`src/rtl/bcd_display_scanner.sv`:
```
// Four-digit BCD scanner for a multiplexed 7-segment display with guard time, blanking and error flag.
// Optional macro DISPLAY_DIM_EN adds in_brightness and PWM dimming of the anodes.
module bcd_display_scanner #(
    parameter int unsigned REFRESH_DIV    = 50000,
    parameter int unsigned GUARD          = 500,
    parameter bit          SEG_ACTIVE_LOW = 1'b1,
    parameter bit          AN_ACTIVE_LOW  = 1'b1
) (
    input  logic        in_clk,
    input  logic        in_rst_n,
    input  logic [15:0] in_bcd_value,
    input  logic        in_load,
    input  logic        in_enable,
    input  logic        in_blank_lz,
    input  logic [3:0]  in_dp,
`ifdef DISPLAY_DIM_EN
    input  logic [3:0]  in_brightness,
`endif
    output logic [6:0]  out_seg,
    output logic        out_dp,
    output logic [3:0]  out_an,
    output logic        out_frame_sync,
    output logic        out_bcd_err
);

    localparam int unsigned     CntW      = (REFRESH_DIV > 1) ? $clog2(REFRESH_DIV) : 1;
    localparam logic [CntW-1:0] GuardLast = CntW'(GUARD - 1);
    localparam logic [CntW-1:0] SlotLast  = CntW'(REFRESH_DIV - 1);
    localparam logic [6:0]      SegOff    = SEG_ACTIVE_LOW ? 7'h7F : 7'h00;
    localparam logic            DpOff     = SEG_ACTIVE_LOW;
    localparam logic [3:0]      AnOff     = AN_ACTIVE_LOW ? 4'hF : 4'h0;

    typedef enum logic [1:0] {StOff, StGuard, StDrive} state_e;

    state_e          state_q, state_d;
    logic [CntW-1:0] cnt_q, cnt_d;
    logic [1:0]      idx_q, idx_d;
    logic [15:0]     pend_q, pend_d;
    logic [3:0]      pend_dp_q, pend_dp_d;
    logic            pend_valid_q, pend_valid_d;
    logic [15:0]     disp_q, disp_d;
    logic [3:0]      disp_dp_q, disp_dp_d;
    logic [6:0]      seg_q, seg_d;
    logic            dp_q, dp_d;
    logic [3:0]      an_q, an_d;
    logic            frame_sync_q, frame_sync_d;
    logic            bcd_err_q, bcd_err_d;

    logic            slot_start;
    logic            frame_start;
    logic [3:0]      digit;
    logic [3:0]      lead_zero;
    logic [6:0]      seg_raw;
    logic [3:0]      an_raw;
    logic            an_on;

`ifdef DISPLAY_DIM_EN
    logic [3:0] pwm_q, pwm_d;
    assign pwm_d = pwm_q + 4'd1;
    assign an_on = (pwm_d <= in_brightness);
`else
    assign an_on = 1'b1;
`endif

    function automatic logic [6:0] seg_decode(input logic [3:0] nib);
        logic [6:0] s;
        case (nib)
            4'd0:    s = 7'h3F;
            4'd1:    s = 7'h06;
            4'd2:    s = 7'h5B;
            4'd3:    s = 7'h4F;
            4'd4:    s = 7'h66;
            4'd5:    s = 7'h6D;
            4'd6:    s = 7'h7D;
            4'd7:    s = 7'h07;
            4'd8:    s = 7'h7F;
            4'd9:    s = 7'h6F;
            default: s = 7'h40;
        endcase
        return s;
    endfunction

    function automatic logic has_bad_nibble(input logic [15:0] w);
        return (w[15:12] > 4'd9) || (w[11:8] > 4'd9) || (w[7:4] > 4'd9) || (w[3:0] > 4'd9);
    endfunction

    // Scan sequencer
    always_comb begin
        state_d = state_q;
        cnt_d   = cnt_q;
        idx_d   = idx_q;
        if (!in_enable) begin
            state_d = StOff;
            cnt_d   = '0;
            idx_d   = 2'd0;
        end else begin
            case (state_q)
                StOff: begin
                    state_d = StGuard;
                    cnt_d   = '0;
                    idx_d   = 2'd0;
                end
                StGuard: begin
                    cnt_d = cnt_q + 1'b1;
                    if (cnt_q == GuardLast) state_d = StDrive;
                end
                StDrive: begin
                    if (cnt_q == SlotLast) begin
                        cnt_d   = '0;
                        idx_d   = idx_q + 2'd1;
                        state_d = StGuard;
                    end else begin
                        cnt_d = cnt_q + 1'b1;
                    end
                end
                default: state_d = StOff;
            endcase
        end
    end

    assign slot_start  = (state_d == StGuard) && (cnt_d == '0);
    assign frame_start = slot_start && (idx_d == 2'd0);

    // Commit uses the old pending word; a simultaneous load refills pending afterwards.
    always_comb begin
        pend_d       = pend_q;
        pend_dp_d    = pend_dp_q;
        pend_valid_d = pend_valid_q;
        disp_d       = disp_q;
        disp_dp_d    = disp_dp_q;
        bcd_err_d    = bcd_err_q;
        if (frame_start && pend_valid_q) begin
            disp_d       = pend_q;
            disp_dp_d    = pend_dp_q;
            pend_valid_d = 1'b0;
            bcd_err_d    = has_bad_nibble(pend_q);
        end
        if (in_load) begin
            pend_d       = in_bcd_value;
            pend_dp_d    = in_dp;
            pend_valid_d = 1'b1;
        end
    end

    // Segments are latched at slot entry so they settle during the guard interval.
    always_comb begin
        lead_zero[3] = (disp_d[15:12] == 4'd0);
        lead_zero[2] = lead_zero[3] && (disp_d[11:8] == 4'd0);
        lead_zero[1] = lead_zero[2] && (disp_d[7:4] == 4'd0);
        lead_zero[0] = 1'b0;
        digit        = disp_d[{idx_d, 2'b00} +: 4];
        seg_raw      = (in_blank_lz && lead_zero[idx_d]) ? 7'h00 : seg_decode(digit);

        seg_d = seg_q;
        dp_d  = dp_q;
        if (state_d == StOff) begin
            seg_d = SegOff;
            dp_d  = DpOff;
        end else if (slot_start) begin
            seg_d = SEG_ACTIVE_LOW ? ~seg_raw : seg_raw;
            dp_d  = disp_dp_d[idx_d] ^ SEG_ACTIVE_LOW;
        end

        an_raw       = (state_d == StDrive && an_on) ? (4'b0001 << idx_d) : 4'b0000;
        an_d         = an_raw ^ {4{AN_ACTIVE_LOW}};
        frame_sync_d = frame_start;
    end

    always_ff @(posedge in_clk or negedge in_rst_n) begin
        if (!in_rst_n) begin
            state_q      <= StOff;
            cnt_q        <= '0;
            idx_q        <= 2'd0;
            pend_q       <= 16'h0000;
            pend_dp_q    <= 4'h0;
            pend_valid_q <= 1'b0;
            disp_q       <= 16'h0000;
            disp_dp_q    <= 4'h0;
            seg_q        <= SegOff;
            dp_q         <= DpOff;
            an_q         <= AnOff;
            frame_sync_q <= 1'b0;
            bcd_err_q    <= 1'b0;
        end else begin
            state_q      <= state_d;
            cnt_q        <= cnt_d;
            idx_q        <= idx_d;
            pend_q       <= pend_d;
            pend_dp_q    <= pend_dp_d;
            pend_valid_q <= pend_valid_d;
            disp_q       <= disp_d;
            disp_dp_q    <= disp_dp_d;
            seg_q        <= seg_d;
            dp_q         <= dp_d;
            an_q         <= an_d;
            frame_sync_q <= frame_sync_d;
            bcd_err_q    <= bcd_err_d;
        end
    end

`ifdef DISPLAY_DIM_EN
    always_ff @(posedge in_clk or negedge in_rst_n) begin
        if (!in_rst_n) pwm_q <= 4'd0;
        else           pwm_q <= pwm_d;
    end
`endif

    assign out_seg        = seg_q;
    assign out_dp         = dp_q;
    assign out_an         = an_q;
    assign out_frame_sync = frame_sync_q;
    assign out_bcd_err    = bcd_err_q;

endmodule

```
`config.mk`:
```
export PLATFORM = sky130hd
export DESIGN_NAME = bcd_display_scanner
export DESIGN_NICKNAME = d
export VERILOG_FILES = /design/src/rtl/bcd_display_scanner.sv
export SDC_FILE = /design/constraint.sdc
export NUM_CORES = 1
export LEC_CHECK = 0
export ABC_AREA = 0
export BUFFER_PORTS_ARGS = -buffer_cell sky130_fd_sc_hd__buf_2
export CORE_ASPECT_RATIO = 0.75
export CORE_MARGIN = 2
export CORE_UTILIZATION = 53
export CTS_BUF_LIST = sky130_fd_sc_hd__clkbuf_4 sky130_fd_sc_hd__clkbuf_8 sky130_fd_sc_hd__clkbuf_16
export DETAILED_ROUTE_END_ITERATION = 10
export PLACE_DENSITY = 0.84
export SETUP_SLACK_MARGIN = 0.02
export SLEW_MARGIN = 20
export SYNTH_ARGS = -nofsm -noshare
export SYNTH_HDL_FRONTEND = slang
export SYNTH_SLANG_ARGS = --single-unit
```
`constraint.sdc`:
```
create_clock -name in_clk -period 5.6 [get_ports in_clk]
set_input_delay 1.12 -clock in_clk [delete_from_list [all_inputs] [get_ports in_clk]]
set_output_delay 1.12 -clock in_clk [all_outputs]
set_load 0.02 [all_outputs]
```
==> reports/results.ini <==
[yosys]
synth_ff_type=dfrtp_1
post-synth-top-area-cell=dfrtp_1
synth_edf_count=0
synthArstFlopShare_pct=100.0
avgSynthCellArea_um2=10.83
synth_cell_type_count=61
ys_seq_area_share_pct=48.38
syn_inst=361
synth_top_area_share_pct=40.32
ys_ff_latch=75
synth_nets=392
synth_area_leaders=dfrtp_1, mux2_2, dfstp_2
yosys_warnings=0
syn_area_um2=3910

[setup_path]
cp.required_ns=5.89
worstSetupPathType=flop to flop
r2r-end=out_seg[0]
reg2reg_depth=14
cp.arrival_ns=5.06
critPathCaptureType=flop
start_kind=flop
worstReg2RegStart=cnt_q[10]
reg2reg_slack_ns=0.83
critPathMaxFanout=14

[route]
drtIter0Drc=270
wl_um=8537
post_drt_wl_per_cell_um=17.14
vias=2997
viasPerCell=6.018
drc=0
ant_nets=0
drt_pass1_iterations=4

[floorplanning]
start_util_pct=54.08
dieArea_um2=8088
row_count=27
die_w_um=103.2
die_h_um=78.39
num_io_pins=39
core_area_um2=7229

[job]
maxCapViolations=0

[clock_network]
cts_setup_buffers=0
ctsHtreeMaxLevel=3
postCtsHoldBufs=0
ctsResizeCount=0
cts_made_buffers=9
clockBufferDepth=2
cts_root_buf=clkbuf_8
cts_tree=yes
clock_sinks=75
clock_latency_ns=0.35
clk_pin_slew_ns=0.09

[finish]
final_common_cell=dfrtp_1
area_growth_pct=11.49
fin_area_um2=4359
layout.nets=423
num_antenna_cells=0
layout_common_cells=dfrtp_1, mux2_2, buf_2, nor2_1, nand2_1
drive_above_1_share_pct=32.49

[sta]
hold_ws_ns=0.5067
fin_ws_ns=0.8295
rsz0062_at_grt=no
relSlewSlack_pct=38.44
layout_min_cycle_time_ns=4.770
worst_pin_slew_ns=0.9233
setup_violations=0
final_hold_viol_count=0
finClkSkew_ns=0.007353
setup_tns_ns=0
max_freq_mhz=209.6
finalCritPeriodShare_pct=85.19
maxSlewViolCount=0

[worst_hold_path]
hp-start=out_dp
hold_path_end=out_dp
min_path_cells=2
hold_path.class=flop to flop

[grt]
grt_start_max_net_pins=76
grt_pass1_wl_um=14210
grt_overflow=0
antenna_found_initial=0
grtUsageTotal_pct=22.92
grt_pass1_vias=2844

[power]
powerDensity_nw_per_um2=303.4
leakage_nw=1.772
ir_worst_vdd_v=0.0001917

[outcome]
status=complete, no violations

[placed_design]
dpl.hpwl_um=6094
finalWeightedCongestion=0.9138
port_buffers=38
placed_cell_area_um2=4153
pre_cts_ws_ns=0.9143

## cell usage after synthesis (4+ instances only)
cell type and n:
nand4b_1 4, o211ai_1 4, a21oi_2 5, dfstp_2 12
nor2b_1 4, xnor2_1 8, ha_1 6, o21a_1 5
dfrtp_1 63, xor2_1 6, clkbuf_1 13, and2_1 6
nor4_1 7, mux2i_1 5, a22oi_1 4, nor2_1 32
nor3_1 4, nand4_1 5, nand3_1 12, nand2b_1 4
mux2_2 40, buf_2 5, inv_1 10, nand2_1 27
a21oi_1 9, o21ai_0 9
## cell type report
| type | count | area (um2) |
|---|---|---|
| Timing Repair Buffer | 40 | 205.2 |
| Inverter | 11 | 41.29 |
| Clock inverter | 7 | 82.58 |
| Fill cell | 615 | 2870 |
| Sequential cell | 75 | 1892 |
| Multi-Input combinational cell | 255 | 1888 |
| Tap cell | 101 | 126.4 |
| Clock buffer | 9 | 123.9 |
## sequential cells by signal, indices dropped and copies added, names as in the netlist
register	count
cnt_q	16
disp_dp_q	4
disp_q	16
idx_q	2
out_an	4
out_bcd_err	1
out_dp	1
out_frame_sync	1
out_seg	7
pend_dp_q	4
pend_q	16
pend_valid_q	1
state_q	2
## per-stage QoR
stage / utilization (%) / total power, mW / std cells
6_report: 60.30 / 1.322 / 498
4_1_cts: 60.30 / 1.332 / 498
5_1_grt: 60.30 / 1.381 / 498
3_3_place_gp: 57.44 / 0.8806 / 482
2_1_floorplan: - / 0.8167 / 361
3_5_place_dp: 57.44 / 0.8938 / 482
## power breakdown
part | internal, mW | switching (mW)
clock network | 0.213 | 0.221
logic | 0.103 | 0.124
registers | 0.614 | 0.0468
total | 0.930 | 0.392
## critical path: stages (launching register included)
cell and delay, ns:
dfrtp_1 0.44, or3_4 0.41, or4_4 0.52, a21oi_1 0.24, nand2b_1 0.54, a31oi_4 0.10, nor3_4 0.59, mux2_2 0.42
mux2_2 0.27, a221oi_2 0.44, inv_2 0.08, ha_1 0.23, mux2_2 0.27, nand2_1 0.09, a21oi_2 0.06
## metal layers
layer	up-vias	global-route usage (%)	share of wire, %
met5	-	0	0
met4	0	8.026	1.8
met3	19	4.541	6.3
met2	137	32.08	44
met1	1481	35.33	48
li1	1360	-	-
## logic make-up (layout without fill, tap and decap cells)
| kind of cell | count (synthesis) | after routing | share of synthesized area, % |
|---|---|---|---|
| simple gates | 126 | 126 | 17.47 |
| flops | 75 | 75 | 48.38 |
| compound gates | 64 | 64 | 12.96 |
| mux | 45 | 45 | 12.80 |
| buf+inv | 31 | 67 | 3.328 |
| xor+xnor | 14 | 14 | 3.136 |
| fa+ha+maj | 6 | 6 | 1.920 |
## worst max path at each step
| stage | cells after the start | from | slack (ns) | end |
|---|---|---|---|---|
| 2_1_floorplan | 15 | cnt_q[0] | 1.74 | out_seg[0] |
| 3_5_place_dp | 13 | cnt_q[10] | 0.91 | out_seg[3] |
| 4_1_cts | 14 | cnt_q[10] | 0.86 | out_seg[0] |
| 5_1_grt | 14 | cnt_q[10] | 0.62 | out_seg[6] |
| 6_report | 14 | cnt_q[10] | 0.83 | out_seg[0] |
| 3_3_place_gp | 14 | cnt_q[10] | 1.11 | out_seg[0] |
No activity file was read; power rests on OpenSTA's default activity.
